File: config.mk
export PLATFORM = sky130hd
export DESIGN_NAME = poly_basemul_ctrl_flat
export DESIGN_NICKNAME = d
export VERILOG_FILES = /design/src/rtl/poly_basemul_ctrl_if.sv /design/src/rtl/poly_basemul_ctrl.sv /design/src/flat_wrapper.sv
export SDC_FILE = /design/constraint.sdc
export NUM_CORES = 1
export LEC_CHECK = 0
export ABC_AREA = 1
export BUFFER_PORTS_ARGS = -buffer_cell sky130_fd_sc_hd__buf_4
export CORE_UTILIZATION = 41
export CTS_BUF_LIST = sky130_fd_sc_hd__clkbuf_4
export DETAILED_ROUTE_END_ITERATION = 6
export GPL_ROUTABILITY_DRIVEN = 0
export PLACE_DENSITY = 0.71
export SETUP_SLACK_MARGIN = 0.05
export SLEW_MARGIN = 10
export SYNTH_ARGS = -nofsm -noshare
export SYNTH_HDL_FRONTEND = slang
export SYNTH_SLANG_ARGS = --single-unit
export TNS_END_PERCENT = 50
File: constraint.sdc
create_clock -name clk -period 4.7 [get_ports clk]
set_input_delay 1.175 -clock clk [delete_from_list [all_inputs] [get_ports clk]]
set_output_delay 1.175 -clock clk [all_outputs]
set_load 0.01 [all_outputs]
File: src/rtl/poly_basemul_ctrl_if.sv
// Bundle of the handshake, memory-read, multiplier and C-write signals of
// the Kyber base-multiplication controller.
interface poly_basemul_ctrl_if;
    logic        start;
    logic        acc_mode;
    logic        busy;
    logic        done;
    logic        mem_rd_en;
    logic [6:0]  mem_rd_addr;
    logic [31:0] a_rd_data;
    logic [31:0] b_rd_data;
    logic [31:0] c_rd_data;
    logic [15:0] gamma_rd_data;
    logic [15:0] mul_a0;
    logic [15:0] mul_a1;
    logic [15:0] mul_b0;
    logic [15:0] mul_b1;
    logic [15:0] mul_gamma;
    logic [15:0] mul_c0;
    logic [15:0] mul_c1;
    logic        c_wr_en;
    logic [6:0]  c_wr_addr;
    logic [31:0] c_wr_data;

    // Controller side.
    modport master (
        input  start, acc_mode,
        input  a_rd_data, b_rd_data, c_rd_data, gamma_rd_data,
        input  mul_c0, mul_c1,
        output busy, done, mem_rd_en, mem_rd_addr,
        output mul_a0, mul_a1, mul_b0, mul_b1, mul_gamma,
        output c_wr_en, c_wr_addr, c_wr_data
    );

    // Requester, memories, gamma ROM and multiplier side.
    modport slave (
        output start, acc_mode,
        output a_rd_data, b_rd_data, c_rd_data, gamma_rd_data,
        output mul_c0, mul_c1,
        input  busy, done, mem_rd_en, mem_rd_addr,
        input  mul_a0, mul_a1, mul_b0, mul_b1, mul_gamma,
        input  c_wr_en, c_wr_addr, c_wr_data
    );
endinterface

File: src/rtl/poly_basemul_ctrl.sv
// Streams N_PAIRS coefficient pairs through an external base-case multiplier,
// one pair per cycle, writing (or mod-Q accumulating) results into C.
module poly_basemul_ctrl #(
    parameter int Q       = 3329,
    parameter int N_PAIRS = 128
) (
    input logic                 clk,
    input logic                 rst,
    poly_basemul_ctrl_if.master bus
);

    typedef enum logic [1:0] {IDLE, RUN, DRAIN, DONE} state_t;

    localparam logic [7:0] LAST_IDX = 8'(N_PAIRS - 1);

    state_t      r_state;
    state_t      w_next;
    logic        w_issue;
    logic [7:0]  r_idx;
    logic        r_drain;
    logic        r_acc;
    logic        r_s1_valid;
    logic [6:0]  r_s1_idx;
    logic        r_s2_valid;
    logic [6:0]  r_s2_idx;
    logic [15:0] r_s2_c0;
    logic [15:0] r_s2_c1;
    logic [31:0] r_s2_cold;
    logic [31:0] w_wr_data;

    function automatic logic [15:0] mod_add(input logic [15:0] x, input logic [15:0] y);
        logic [16:0] s;
        s = {1'b0, x} + {1'b0, y};
        return (s >= 17'(Q)) ? 16'(s - 17'(Q)) : s[15:0];
    endfunction

    always_ff @(posedge clk or posedge rst) begin
        if (rst) r_state <= IDLE;
        else     r_state <= w_next;
    end

    // NOTE: every always_comb output gets a default first, so no path can infer a latch.
    always_comb begin
        w_next  = r_state;
        w_issue = 1'b0;
        case (r_state)
            IDLE:    if (bus.start) w_next = RUN;
            RUN: begin
                w_issue = 1'b1;
                if (r_idx == LAST_IDX) w_next = DRAIN;
            end
            DRAIN:   if (r_drain) w_next = DONE;
            DONE:    w_next = IDLE;
            default: w_next = IDLE;
        endcase
    end

    // The 8-bit index steps past 127 instead of wrapping, so the exit test cannot re-issue 0.
    always_ff @(posedge clk or posedge rst) begin
        if (rst) begin
            r_idx   <= '0;
            r_drain <= 1'b0;
            r_acc   <= 1'b0;
        end else begin
            r_drain <= (r_state == DRAIN) && !r_drain;
            if (r_state == IDLE && bus.start) begin
                r_idx <= '0;
                r_acc <= bus.acc_mode;
            end else if (r_state == RUN) begin
                r_idx <= r_idx + 8'd1;
            end
        end
    end

    always_ff @(posedge clk or posedge rst) begin
        if (rst) begin
            r_s1_valid <= 1'b0;
            r_s1_idx   <= '0;
            r_s2_valid <= 1'b0;
            r_s2_idx   <= '0;
            r_s2_c0    <= '0;
            r_s2_c1    <= '0;
            r_s2_cold  <= '0;
        end else begin
            r_s1_valid <= w_issue;
            r_s1_idx   <= r_idx[6:0];
            r_s2_valid <= r_s1_valid;
            r_s2_idx   <= r_s1_idx;
            r_s2_c0    <= bus.mul_c0;
            r_s2_c1    <= bus.mul_c1;
            r_s2_cold  <= bus.c_rd_data;
        end
    end

    always_comb begin
        w_wr_data = {r_s2_c1, r_s2_c0};
        if (r_acc)
            w_wr_data = {mod_add(r_s2_cold[31:16], r_s2_c1), mod_add(r_s2_cold[15:0], r_s2_c0)};
    end

    assign bus.busy        = (r_state != IDLE);
    assign bus.done        = (r_state == DONE);
    assign bus.mem_rd_en   = w_issue;
    assign bus.mem_rd_addr = w_issue ? r_idx[6:0] : 7'd0;

    // Operands are forced to zero outside stage 1 so reset leaves every output at 0.
    assign bus.mul_a0    = r_s1_valid ? bus.a_rd_data[15:0]  : 16'd0;
    assign bus.mul_a1    = r_s1_valid ? bus.a_rd_data[31:16] : 16'd0;
    assign bus.mul_b0    = r_s1_valid ? bus.b_rd_data[15:0]  : 16'd0;
    assign bus.mul_b1    = r_s1_valid ? bus.b_rd_data[31:16] : 16'd0;
    assign bus.mul_gamma = r_s1_valid ? bus.gamma_rd_data    : 16'd0;

    assign bus.c_wr_en   = r_s2_valid;
    assign bus.c_wr_addr = r_s2_valid ? r_s2_idx  : 7'd0;
    assign bus.c_wr_data = r_s2_valid ? w_wr_data : 32'd0;

endmodule

File: src/flat_wrapper.sv
// flat-port wrapper written by rule: the top's interface ports become plain ports
module poly_basemul_ctrl_flat 
#(
    parameter int Q       = 3329,
    parameter int N_PAIRS = 128
)
  (clk, rst, bus_start, bus_acc_mode, bus_a_rd_data, bus_b_rd_data, bus_c_rd_data, bus_gamma_rd_data, bus_mul_c0, bus_mul_c1, bus_busy, bus_done, bus_mem_rd_en, bus_mem_rd_addr, bus_mul_a0, bus_mul_a1, bus_mul_b0, bus_mul_b1, bus_mul_gamma, bus_c_wr_en, bus_c_wr_addr, bus_c_wr_data);
  poly_basemul_ctrl_if bus_i ();
  input logic clk;
  input logic rst;
  input wire logic [$bits(bus_i.start)-1:0] bus_start;
  input wire logic [$bits(bus_i.acc_mode)-1:0] bus_acc_mode;
  input wire logic [$bits(bus_i.a_rd_data)-1:0] bus_a_rd_data;
  input wire logic [$bits(bus_i.b_rd_data)-1:0] bus_b_rd_data;
  input wire logic [$bits(bus_i.c_rd_data)-1:0] bus_c_rd_data;
  input wire logic [$bits(bus_i.gamma_rd_data)-1:0] bus_gamma_rd_data;
  input wire logic [$bits(bus_i.mul_c0)-1:0] bus_mul_c0;
  input wire logic [$bits(bus_i.mul_c1)-1:0] bus_mul_c1;
  output wire logic [$bits(bus_i.busy)-1:0] bus_busy;
  output wire logic [$bits(bus_i.done)-1:0] bus_done;
  output wire logic [$bits(bus_i.mem_rd_en)-1:0] bus_mem_rd_en;
  output wire logic [$bits(bus_i.mem_rd_addr)-1:0] bus_mem_rd_addr;
  output wire logic [$bits(bus_i.mul_a0)-1:0] bus_mul_a0;
  output wire logic [$bits(bus_i.mul_a1)-1:0] bus_mul_a1;
  output wire logic [$bits(bus_i.mul_b0)-1:0] bus_mul_b0;
  output wire logic [$bits(bus_i.mul_b1)-1:0] bus_mul_b1;
  output wire logic [$bits(bus_i.mul_gamma)-1:0] bus_mul_gamma;
  output wire logic [$bits(bus_i.c_wr_en)-1:0] bus_c_wr_en;
  output wire logic [$bits(bus_i.c_wr_addr)-1:0] bus_c_wr_addr;
  output wire logic [$bits(bus_i.c_wr_data)-1:0] bus_c_wr_data;
  assign bus_i.start = bus_start;
  assign bus_i.acc_mode = bus_acc_mode;
  assign bus_i.a_rd_data = bus_a_rd_data;
  assign bus_i.b_rd_data = bus_b_rd_data;
  assign bus_i.c_rd_data = bus_c_rd_data;
  assign bus_i.gamma_rd_data = bus_gamma_rd_data;
  assign bus_i.mul_c0 = bus_mul_c0;
  assign bus_i.mul_c1 = bus_mul_c1;
  assign bus_busy = bus_i.busy;
  assign bus_done = bus_i.done;
  assign bus_mem_rd_en = bus_i.mem_rd_en;
  assign bus_mem_rd_addr = bus_i.mem_rd_addr;
  assign bus_mul_a0 = bus_i.mul_a0;
  assign bus_mul_a1 = bus_i.mul_a1;
  assign bus_mul_b0 = bus_i.mul_b0;
  assign bus_mul_b1 = bus_i.mul_b1;
  assign bus_mul_gamma = bus_i.mul_gamma;
  assign bus_c_wr_en = bus_i.c_wr_en;
  assign bus_c_wr_addr = bus_i.c_wr_addr;
  assign bus_c_wr_data = bus_i.c_wr_data;
  poly_basemul_ctrl #(.Q(Q), .N_PAIRS(N_PAIRS)) u_core (.clk(clk), .rst(rst), .bus(bus_i));
endmodule
**After elaboration in Yosys (flattened, before gate mapping)**

Index checks and enable logic that the tools add are counted.
W data, S select, Z words.

- Output and inout bits: 130
- Bits in registers: 92
- Word-level logic and storage cells: 50
- Bits of input ports: 148

- Equality and inequality tests: 7
- Order comparisons: 2
- Muxes and demuxes: 18
- $add $sub $neg: 5
- Reduce and logical (&&, ||, !) cells: 7

Operator list:

| operator | number |
|---|---|
| $mux W16 | 7 |
| $mux W32 | 2 |
| $add A16 B16 Y17 | 2 |
| $ge A17 B12 Y1 const B | 2 |
| $sub A16 B12 Y16 const B | 2 |
| $mux W8 | 2 |
| $mux W7 | 2 |
| $add A8 B1 Y8 const B | 1 |
| $eq A8 B7 Y1 const B | 1 |
| $pmux W2 S4 | 1 |
| $mux W2 | 3 |
| $eq A2 B2 Y1 const B | 2 |
| $ne A2 B1 Y1 const B | 2 |
| $reduce_bool A2 Y1 | 2 |
| $reduce_and A3 Y1 | 1 |
| $eq A2 B1 Y1 const B | 1 |
| $logic_and A1 B1 Y1 | 2 |
| $logic_not A2 Y1 | 1 |
| $ne A2 B2 Y1 const B | 1 |
| $logic_not A1 Y1 | 1 |
| $mux W1 | 1 |

**Depth between registers and ports, before layout**

Gate-level depths: netlist (run 1).

- Word-level depth: 5
- Gate-level depth with buffers: 20
- Gate-level depth less buffers: 20

**Worst setup path after synthesis (run 1)**

OpenSTA, ideal clock, no wires.

- Kind: register to output
- From: register u_core.r_s2_c1[0]
- To: output port bus_c_wr_data[25]
- Required time: 3.525 ns
- Cell stages (with the launch flop): 17
- Path slack: 0.959 ns
- Arrival: 2.566 ns
- Path through: dfrtp_1 > ha_1 > fa_1 > xnor2_2 > nand2_1 > nor2_2 > nand3_1 > nor2_1 > nand2_1 > o21ai_2 > nand3_2 > nand2_4 > nand2_4 > buf_6 > nand2_1 > nand2_1 > a21oi_1

- Cells in the longest elaborated chain, start to end: 5

Ends and longest elaborated chain:

| item | RTL line | RTL |
|---|---|---|
| start, declared | poly_basemul_ctrl.sv:27 | `logic [15:0] r_s2_c1;` |
| start signal, assigned | poly_basemul_ctrl.sv:90 | `r_s2_c1 <= bus.mul_c1;` |
| $add A16 B16 Y17 (*) | poly_basemul_ctrl.sv:33 | `s = {1'b0, x} + {1'b0, y};` |
| $sub A16 B12 Y16 or $ge A17 B12 Y1 (tied branches) | poly_basemul_ctrl.sv:34 | `return (s >= 17'(Q)) ? 16'(s - 17'(Q)) : s[15:0];` |
| $mux W16 (*) | poly_basemul_ctrl.sv:34 |  |
| $mux W32 (*) | poly_basemul_ctrl.sv:97 | `if (r_acc)` |
| $mux W32 (*) | poly_basemul_ctrl.sv:115 | `assign bus.c_wr_data = r_s2_valid ? w_wr_data : 32'd0;` |
| end, declared | flat_wrapper.sv:30 | `output wire logic [$bits(bus_i.c_wr_data)-1:0] bus_c_wr_data;` |

Mark *: on every way between the ends. The rest lies on a longest branch, timed or not.

**Worst setup path after layout (run 1)**

- From: register u_core.r_s2_c0[0]
- To: output port bus_c_wr_data[7]

- Cells in the longest elaborated chain, start to end: 5

Ends and longest elaborated chain:

| item | RTL line | RTL |
|---|---|---|
| start, declared | poly_basemul_ctrl.sv:26 | `logic [15:0] r_s2_c0;` |
| start signal, assigned | poly_basemul_ctrl.sv:89 | `r_s2_c0 <= bus.mul_c0;` |
| $add A16 B16 Y17 (*) | poly_basemul_ctrl.sv:33 |  |
| $sub A16 B12 Y16 or $ge A17 B12 Y1 (tied branches) | poly_basemul_ctrl.sv:34 |  |
| $mux W16 (*) | poly_basemul_ctrl.sv:34 |  |
| $mux W32 (*) | poly_basemul_ctrl.sv:97 |  |
| $mux W32 (*) | poly_basemul_ctrl.sv:115 |  |

Marked as above.

==> results of run 1 <==
-- through the flow --
stage               hold WS (ps)  utilization, %  instances
floorplan                  331.2               -       1028
global placement           331.6           55.75       1504
detailed placement         334.7           55.75       1504
CTS                        369.0           56.79       1521
global route               374.7           58.89       1546
finish                     365.9           58.90       1547
-- final cells by class --
cell class | instances | share of cell area (%)
Multi-Input combinational cell | 719 | 40.73
Tap cell | 220 | 2.818
Clock buffer | 10 | 0.7685
Inverter | 191 | 7.352
Clock inverter | 6 | 0.8966
Antenna cell | 2 | 0.05124
Sequential cell | 92 | 23.59
Timing Repair Buffer | 307 | 23.79
-- layer usage --
layer  global-route usage, %  vias to the layer above  part of all wire, %
li1                        -                     3773                    -
met1                   32.59                     3370                   43
met2                   41.11                      259                   48
met3                   5.344                       26                  7.0
met4                   6.258                        0                  1.6
met5                       0                        -                    0
-- cells in the mapped netlist, types with 2 or more instances --
cell / number
nor2_4: 2
buf_2: 4
nand3_2: 10
nor2_1: 53
xor2_1: 15
inv_2: 4
and2_1: 3
o21bai_1: 2
fa_1: 2
nor2_2: 6
ha_1: 42
nand3_1: 78
a21o_1: 2
a21oi_2: 12
dfrtp_1: 92
nand2_4: 3
nand2_1: 324
inv_1: 186
o21ai_0: 39
clkbuf_1: 20
nor3_1: 10
nand2_2: 26
xnor2_1: 2
nand4_1: 16
a21oi_1: 48
nand3b_1: 10
-- final timing paths --
kind | from | endpoint | slack (ps) | depth (start not counted)
setup / recovery | u_core.r_s2_c0[0]$_DFF_PP0_ | bus_c_wr_data[7] | 170 | 20
hold / removal | u_core.r_s1_idx[4]$_DFF_PP0_ | u_core.r_s2_idx[4]$_DFF_PP0_ | 370 | 0
setup reg to reg | u_core.r_state[1]$_DFFE_PP0P_ | u_core.r_idx[7]$_DFFE_PP0P_ | 2830 | 10
hold reg to reg | u_core.r_s1_idx[4]$_DFF_PP0_ | u_core.r_s2_idx[4]$_DFF_PP0_ | 370 | 0
max in group asynchronous | rst | u_core.r_s2_c1[4]$_DFF_PP0_ | 3080 | 3
min in group asynchronous | rst | u_core.r_s2_idx[6]$_DFF_PP0_ | 790 | 2
-- cells by family (layout without fill, tap and decap cells) --
group | count (synthesis) | count (layout)
AO/OA/AOI/OAI | 111 | 111
XOR/XNOR | 18 | 18
adder cells (fa/ha/maj) | 44 | 44
buffers and inverters | 219 | 514
flip-flops | 92 | 92
other | 0 | 2
AND/OR/NAND/NOR | 544 | 546
-- worst reg2reg max path, cell delays in order, from the launching register on --
cell     delay (ps)
dfrtp_1         430
inv_1           120
ha_1            480
nand2_1          90
inv_1           100
nand3_1          70
inv_1           110
nand2_1          80
nor2_1          120
o21ai_0          90
a21oi_1         130
-- sequential cells by signal (all words and copies together) (netlist names), 2 cells and up --
register          flops
u_core.r_s2_idx       7
u_core.r_s2_c1       16
u_core.r_s2_c0       16
u_core.r_s2_cold     32
u_core.r_s1_idx       7
u_core.r_idx          8
u_core.r_state        2
-- power by group --
part | switching (mW) | internal (mW) | total, mW
combinational | 1.11 | 0.878 | 1.99
clock | 0.283 | 0.224 | 0.507
sequential | 0.204 | 0.894 | 1.10
-- repair_timing --
| item | 4_1_cts | 5_1_grt |
|---|---|---|
| setup buffers | 0 | 22 |
| gates cloned | 1 | 2 |
| pin swaps | 1 | 30 |
| gates resized for setup | 0 | 50 |
| endpoints found under the setup margin | 13 | 32 |
==> results.py, run 1 <==
metrics = {
    "drt": {
        "antenna_left": 0,
        "vias": 7428,
        "routed_wirelength_um": 22130,
        "drc": 0,
        "wl_per_cell_um": 14.31,
        "drt_iter0_drc": 523,
        "first_pass_iters": 7,
        "vias_per_cell": 4.802,
    },
    "clock_tree": {
        "cts_sinks": 92,
        "clock_path_buffers": 2,
        "htreeDepth": 3,
        "numCtsBuffers": 9,
        "cts_tree": "done",
        "postCtsHoldBufs": 0,
        "cts_root_buffer": "clkbuf_4",
        "clk_transition_reported_paths_ps": 150,
        "clk_latency_ps": 480,
    },
    "synthesis": {
        "synth-edff-count": 0,
        "avgSynthCellArea_um2": 6.777,
        "yosys.area_share.simple_pct": 35.11,
        "synth_cell_types": 43,
        "synth_mux_area_share_pct": 0,
        "synthesis.instances": 1028,
        "async_reset_ff_share_pct": 100.0,
        "synth_top_family_by_area": "simple AND/OR/NAND/NOR gates",
        "synth_fa_ha_area_share_pct": 8.118,
        "synth_xor_area_share_pct": 2.371,
        "synthTopCellsByArea": "dfrtp_1 33%, nand2_1 17%, inv_1 10%",
        "syn_nets": 1220,
        "yosysSeqAreaShare_pct": 33.05,
        "yosysTopAreaCell": "dfrtp_1",
        "synth_ff_type": "dfrtp_1",
        "ys_ff_latch": 92,
        "yosys_warnings": 0,
        "synth_compound_area_share_pct": 9.159,
        "syn_area_um2": 6967,
        "synth_top_area_share_pct": 33.05,
    },
    "critical_path": {
        "path_common_cell": "nand2_2",
        "cp.required_ps": 3520,
        "endpoint_kind": "output port",
        "worstPathArrival_ps": 3360,
        "max_stage_delay_ps": 390,
        "crit_type": "flop to output port",
        "slowest_stage": "dfrtp_1",
        "path_cells": "ha_2 > inv_2 > fa_2 > inv_2 > nand2_2 > nand2_2 > nand3_2 > nand2_2 > nand2_2 > nand2_4 > nand3_2 > nand2_2 > nand3_4 > a21oi_4 > buf_6 > nand3_4 > nand2_2 > nand2_2 > a21oi_2 > buf_4",
        "crit_buf_inv": 4,
        "setup.worst_path.start_class": "flop",
        "critPathMaxFanout": 7,
        "path_delay_family": "simple AND/OR/NAND/NOR gates",
    },
    "sta": {
        "period_share_pct": 96.41,
        "clock_skew_ps": 8.256,
        "setup-tns-final_ps": 0,
        "relSlewSlack_pct": 31.36,
        "fmax_ghz": 0.2207,
        "setup_ws_ps": 169.0,
        "rsz0062_at_grt": "yes",
        "report.final.slew_viol_count": 0,
        "period_minus_slack_ps": 4531,
        "finalSetupViolations": 0,
        "hold_violations": 0,
        "worst_slew_pin_slew_ps": 1030,
    },
    "final_layout": {
        "multi_input_area_um2": 3979,
        "fin_area_um2": 9768,
        "layout_commonest_cell": "nand2_1",
        "layout_common_cells": "306 x nand2_1, 302 x buf_4, 182 x inv_1, 90 x dfrtp_1, 74 x nand3_1",
        "drive_above_1_share_pct": 32.45,
        "syn2layout_area_growth_pct": 40.21,
        "register_area_um2": 2305,
        "nets": 1512,
        "fillers": 1578,
    },
    "floorplan": {
        "io_pins": 278,
        "dieArea_um2": 17520,
        "core.rowCount": 47,
        "die_y_um": 132.4,
        "core_um2": 16580,
        "initial_utilization_pct": 42.01,
        "die_w_um": 132.4,
    },
    "grt": {
        "antenna_found_initial": 1,
        "grt_overflow": 0,
        "grt_max_degree": 64,
        "grt_pass1_wl_um": 33960,
        "grt_usage_pct": 24.73,
        "grt_pass1_vias": 6748,
    },
    "place": {
        "dpl_cell_area_um2": 9245,
        "dpl_worst_slack_ps": 573.3,
        "place_hpwl_um": 17290,
        "portBuffers": 277,
    },
    "run_status": {
        "status": "finished clean",
    },
    "pwr": {
        "total_power_mw": 3.595,
        "peakVddDrop_uv": 378.9,
        "p_leak_nw": 5.914,
        "power_density_nw_per_um2": 368.0,
    },
    "job": {
        "maxCapViolCount": 0,
    },
    "worst_hold_path": {
        "hold_path.class": "flop to flop",
    },
}
No activity file was read; power rests on OpenSTA's default activity.
==> run 2: changes to the inputs <==
- CORE_MARGIN: not set -> 2
- PLACE_DENSITY: 0.71 -> 0.74
- TNS_END_PERCENT: 50 -> 30
- clock period: 4.7 -> 3.63 ns (I/O delays scaled with it)
==> run 2 against run 1 <==
Effect of this change: the flow now finishes with violations (negative setup slack); non-clock buffer count increased by 23; clock skew up 8.7 ps; sequential power is 25% higher; setup slack lost 710 ps; die area is 3.0% higher; utilization increased by 2.5 points; sequential share of layout area decreased by 0.97 points; count of clock-buffer cells in the layout unchanged.
==> results.py, run 2 (synthesis gave the netlist of run 1 again) <==
metrics = {
    "floorplan": {
        "io_pins": 278,
        "die_y_um": 134.4,
        "core.rowCount": 47,
        "initial_utilization_pct": 42.01,
        "dieArea_um2": 18050,
        "die_w_um": 134.4,
        "core_um2": 16580,
    },
    "pwr": {
        "swShare_pct": 46.06,
        "total_power_mw": 4.693,
        "power_density_nw_per_um2": 460.6,
        "p_int_mw": 2.531,
        "p_leak_nw": 6.028,
        "p_clk_share_pct": 11.2,
        "power_frac_seq_pct": 29.5,
        "combPwrFrac_pct": 59.3,
        "switchingPower_mw": 2.162,
        "peakVddDrop_uv": 319.6,
    },
    "grt": {
        "grt_util_met3_pct": 4.573,
        "globalRouteMet1Util_pct": 31.03,
        "grt_overflow": 0,
        "antenna_found_initial": 1,
        "grt_usage_pct": 24.16,
        "grt_pass1_wl_um": 34550,
        "busiest_layer": "met2",
        "grt_pass1_vias": 7157,
        "grt_max_degree": 48,
        "grtUsageMet2_pct": 41.38,
    },
    "sta": {
        "fmax_ghz": 0.2398,
        "clock_skew_ps": 16.95,
        "worst_slew_pin_slew_ps": 673.6,
        "rsz0062_at_grt": "yes",
        "setup_ws_ps": -539.7,
        "period_share_pct": 114.9,
        "hold_violations": 0,
        "report.final.slew_viol_count": 0,
        "period_minus_slack_ps": 4170,
        "relSlewSlack_pct": 55.09,
        "finalSetupViolations": 32,
    },
    "critical_path": {
        "cp.required_ps": 2720,
        "crit_type": "flop to output port",
        "worstPathArrival_ps": 3260,
        "critPathMaxFanout": 7,
        "endpoint_kind": "output port",
        "setup.worst_path.start_class": "flop",
    },
    "drt": {
        "antenna_left": 0,
        "vias_per_cell": 4.877,
        "routed_wirelength_um": 22880,
        "drt_iter0_drc": 582,
        "wl_per_cell_um": 14.59,
        "drc": 0,
        "first_pass_iters": 5,
        "vias": 7647,
    },
    "clock_tree": {
        "clock_path_buffers": 2,
        "cts_root_buffer": "clkbuf_4",
        "clk_transition_reported_paths_ps": 150,
        "cts_tree": "done",
        "clk_latency_ps": 470,
        "numCtsBuffers": 9,
        "htreeDepth": 3,
        "cts_sinks": 92,
        "postCtsHoldBufs": 0,
    },
    "place": {
        "portBuffers": 277,
        "place_hpwl_um": 17600,
        "dp.cells": 1521,
        "dpl_cell_area_um2": 9398,
    },
    "final_layout": {
        "layout_common_cells": "314 x buf_4, 291 x nand2_1, 180 x inv_1, 90 x dfrtp_1, 67 x nand3_1",
        "register_area_um2": 2305,
        "multi_input_area_um2": 4193,
        "nets": 1534,
        "reg_top3": "u_core.r_s2_cold x32, u_core.r_s2_c0 x16, u_core.r_s2_c1 x16",
        "fillers": 1507,
        "stdcell_count": 1568,
        "fin_area_um2": 10190,
        "drive_above_1_share_pct": 36.90,
        "largest_reg_flops": 32,
        "layout_commonest_cell": "buf_4",
        "top_register": "u_core.r_s2_cold",
        "syn2layout_area_growth_pct": 46.25,
    },
    "run_status": {
        "status": "finished, violations left",
        "violations": "negative setup slack",
    },
    "job": {
        "maxCapViolCount": 0,
    },
    "worst_hold_path": {
        "hold_path.class": "flop to flop",
    },
}
[run 2: changes by cell type in the layout (fill, tap and decap cells not counted), sizes merged]
cell	delta
bufinv	-2
buf	+23
nand2	-1
clkinv	+1
diode	-1
clkinvlp	+1
[run 2: final cells by class]
cell class	count	share of cell area [%]
Antenna cell	1	0.02456
Inverter	191	7.049
Clock buffer	10	0.7368
Multi-Input combinational cell	718	41.15
Timing Repair Buffer	330	25.25
Tap cell	220	2.702
Sequential cell	92	22.62
Clock inverter	6	0.4667
[run 2: final timing paths]
path	startpoint	end	slack (ps)	cells past startpoint
min in group asynchronous	rst	u_core.r_s2_cold[6]$_DFF_PP0_	370	2
hold / removal	u_core.r_s1_idx[4]$_DFF_PP0_	u_core.r_s2_idx[4]$_DFF_PP0_	350	0
setup / recovery	u_core.r_s2_c0[0]$_DFF_PP0_	bus_c_wr_data[2]	-540	18
hold reg to reg	u_core.r_s1_idx[4]$_DFF_PP0_	u_core.r_s2_idx[4]$_DFF_PP0_	350	0
setup reg to reg	u_core.r_state[1]$_DFFE_PP0P_	u_core.r_idx[7]$_DFFE_PP0P_	1780	10
max in group asynchronous	rst	u_core.r_s2_c0[13]$_DFF_PP0_	2560	3
[run 2: what timing repair did]
item	4_1_cts	5_1_grt
pin swaps	26	49
resized for setup	41	72
cloned	3	0
setup endpoints to repair	32	32
setup buffers	12	15
[run 2: stage by stage]
stage	TNS (ps)	hold slack [ps]	setup slack (ps)	util (%)
final	-14010	348.8	-539.7	61.44
after global routing	-20400	339.3	-696.3	61.44
after CTS	-15180	341.2	-561.7	58.96
after detailed placement	-944.5	337.9	-122.1	56.67
after global placement	-45.77	332.4	-41.62	56.67
after floorplan	0	331.2	156.4	-
[run 2: worst max-delay path: stages (launching register included)]
cell and delay, ps:
dfrtp_1 390, ha_2 190, inv_2 40, fa_2 350, inv_2 110, nand2_2 80, buf_4 140, nand2_2 50
nand2_1 60, nor2_2 120, nand3_2 110, nand3_2 110, nand3_4 90, a21oi_4 250, nand3_4 200, nand2_2 120
nand2_2 80, a21oi_2 150, buf_4 140
[run 2: power groups by stage]
stage          Clock (mW)  Sequential, mW  Combinational (mW)
2_1_floorplan           0            1.24                1.56
3_3_place_gp            0            1.39                2.54
3_5_place_dp            0            1.40                2.57
4_1_cts             0.547            1.38                2.66
5_1_grt             0.584            1.41                3.05
6_report            0.526            1.38                2.78
[run 2: routing by layer]
metal,part of all wire (%),up-vias
met5,0,-
met4,2.1,0
met3,6.4,37
met2,50,321
met1,42,3467
li1,-,3822
==> run 3: changes to the inputs <==
- CORE_UTILIZATION: 41 -> 25
- PLACE_DENSITY: 0.74 -> 0.5
- REMOVE_ABC_BUFFERS: not set -> 1
==> run 3 against run 2 <==
Effect of this change: the run still ends with negative setup slack left; hold slack gained 17 ps; die area grew 62%; cell count grew 12%; via count shrank 0.93%; first-iteration DRC count shrank 46%; critical path depth grew 2; sequential cell count is the same; combinational power grew 7.2%; clock power grew 16%; sequential power is essentially flat; setup slack gained 52 ps.
==> results.py, run 3 (synthesis gave the netlist of run 1 again) <==
metrics = {
    "grt": {
        "grtUsageMet2_pct": 26.56,
        "busiest_layer": "met2",
        "grt_max_degree": 63,
        "antenna_found_initial": 1,
        "grt_pass1_wl_um": 35670,
        "grt_util_met3_pct": 3.077,
        "grt_pass1_vias": 7143,
        "grt_usage_pct": 15.53,
        "globalRouteMet1Util_pct": 20.32,
        "grt_overflow": 0,
    },
    "drt": {
        "first_pass_iters": 4,
        "drc": 0,
        "drt_iter0_drc": 314,
        "antenna_left": 0,
        "vias": 7576,
        "vias_per_cell": 4.329,
        "wl_per_cell_um": 13.68,
        "routed_wirelength_um": 23930,
    },
    "sta": {
        "relSlewSlack_pct": 53.39,
        "setup-tns-final_ps": -12310,
        "finalSetupViolations": 32,
        "rsz0062_at_grt": "yes",
        "period_share_pct": 113.4,
        "worst_slew_pin_slew_ps": 699.2,
        "period_minus_slack_ps": 4118,
        "hold_violations": 0,
        "clock_skew_ps": 13.76,
        "report.final.slew_viol_count": 0,
        "setup_ws_ps": -487.9,
        "fmax_ghz": 0.2428,
    },
    "final_layout": {
        "syn2layout_area_growth_pct": 54.70,
        "top_register": "u_core.r_s2_cold",
        "fillers": 2921,
        "largest_reg_flops": 32,
        "multi_input_area_um2": 4344,
        "layout_common_cells": "338 x buf_4, 276 x nand2_1, 181 x inv_1, 90 x dfrtp_1",
        "drive_above_1_share_pct": 40.26,
        "reg_top3": "u_core.r_s2_cold x32, u_core.r_s2_c0 x16, u_core.r_s2_c1 x16",
        "fin_area_um2": 10780,
        "register_area_um2": 2305,
        "nets": 1558,
        "layout_commonest_cell": "buf_4",
    },
    "critical_path": {
        "worstPathArrival_ps": 3210,
        "setup.worst_path.start_class": "flop",
        "endpoint_kind": "output port",
        "crit_buf_inv": 4,
        "slowest_stage": "fa_2",
        "path_common_cell": "nand2_2",
        "path_delay_family": "simple AND/OR/NAND/NOR gates",
        "path_cells": "ha_2 > inv_2 > fa_2 > inv_2 > nand2_2 > nand2_2 > nand3_2 > nand2_2 > nand2_2 > nand2_2 > nand3_2 > nand2_2 > nand3_4 > a21oi_4 > nand3_4 > buf_12 > nand2_4 > nand2_2 > a21oi_2 > buf_4",
        "crit_type": "flop to output port",
        "cp.required_ps": 2720,
        "critPathMaxFanout": 8,
        "max_stage_delay_ps": 410,
    },
    "job": {
        "maxCapViolCount": 0,
    },
    "floorplan": {
        "dieArea_um2": 29220,
        "initial_utilization_pct": 25.22,
        "core_um2": 27630,
        "die_y_um": 170.9,
        "core.rowCount": 61,
        "die_w_um": 170.9,
        "io_pins": 278,
    },
    "run_status": {
        "violations": "negative setup slack",
        "status": "finished, violations left",
    },
    "clock_tree": {
        "clk_latency_ps": 480,
        "cts_sinks": 92,
        "numCtsBuffers": 9,
        "cts_tree": "done",
        "postCtsHoldBufs": 0,
        "clock_path_buffers": 2,
        "clk_transition_reported_paths_ps": 150,
        "htreeDepth": 3,
        "cts_root_buffer": "clkbuf_4",
    },
    "place": {
        "place_hpwl_um": 18200,
        "portBuffers": 277,
        "dpl_cell_area_um2": 9684,
        "dpl_worst_slack_ps": -66.37,
    },
    "pwr": {
        "power_density_nw_per_um2": 458.3,
        "p_leak_nw": 6.196,
        "peakVddDrop_uv": 176.9,
    },
    "worst_hold_path": {
        "hold_path.class": "flop to flop",
    },
}
run 3: cell types whose count changed in the layout (fill, tap and decap cells not counted), moves of 7 or more:
cell     change
nand2_4      +9
a21oi_2      +7
nand2_2      +7
a21oi_1      -8
buf_4       +24
nand2_1     -15
run 3: final timing paths:
path	from	to	slack, ps	cells after the start
min reg2reg	u_core.r_s1_idx[3]$_DFF_PP0_	u_core.r_s2_idx[3]$_DFF_PP0_	370	0
min	u_core.r_s1_idx[3]$_DFF_PP0_	u_core.r_s2_idx[3]$_DFF_PP0_	370	0
min in group asynchronous	rst	u_core.r_s2_c1[7]$_DFF_PP0_	390	2
max	u_core.r_s2_c0[0]$_DFF_PP0_	bus_c_wr_data[11]	-490	20
max reg2reg	u_core.r_state[1]$_DFFE_PP0P_	u_core.r_idx[7]$_DFFE_PP0P_	1700	10
max in group asynchronous	rst	u_core.r_s2_c0[9]$_DFF_PP0_	2500	3
run 3: worst register-to-register path: cells and delay by family (launching register included):
kind	cells	cell delay, ps
adder cells (fa/ha/maj)	1	480
buffers and inverters	3	330
AND/OR/NAND/NOR	4	400
flip-flops	1	430
AO/OA/AOI/OAI	2	220
run 3: what timing repair did:
item,CTS,global route
gates resized for setup,73,77
pin swaps,13,38
endpoints found under the setup margin,32,32
buffers inserted,28,13
cloned,0,4
run 3: per-layer routing:
metal / part of all wire [%] / routed length, um
met1: 45 / 10680
met2: 49 / 11820
met3: 4.4 / 1042
met4: 1.6 / 393
met5: 0 / 0
run 3: layout make-up:
cell class                      instances  share of cell area, %
Inverter                              191                  6.675
Sequential cell                        92                  21.38
Timing Repair Buffer                  354                  25.91
Tap cell                              378                  4.388
Clock inverter                          7                 0.6849
Clock buffer                            9                 0.6269
Multi-Input combinational cell        718                  40.31
Antenna cell                            1                0.02322
run 3: power breakdown:
part	total, mW	internal [mW]	leakage (nW)	switching, mW
sequential	1.35	1.16	1.11	0.190
combinational	2.98	1.31	5.01	1.67
clock	0.608	0.214	0.0767	0.394
run 3: per-stage QoR:
step | hold slack, ps | util [%] | power, mW | std cells
6_report | 366.2 | 39.01 | 4.940 | 1750
5_1_grt | 353.9 | 39.01 | 5.368 | 1750
4_1_cts | 347.3 | 37.35 | 4.817 | 1733
3_5_place_dp | 335.5 | 35.05 | 4.043 | 1689
3_3_place_gp | 333.9 | 35.05 | 4.037 | 1689
2_1_floorplan | 331.2 | - | 2.744 | 1000
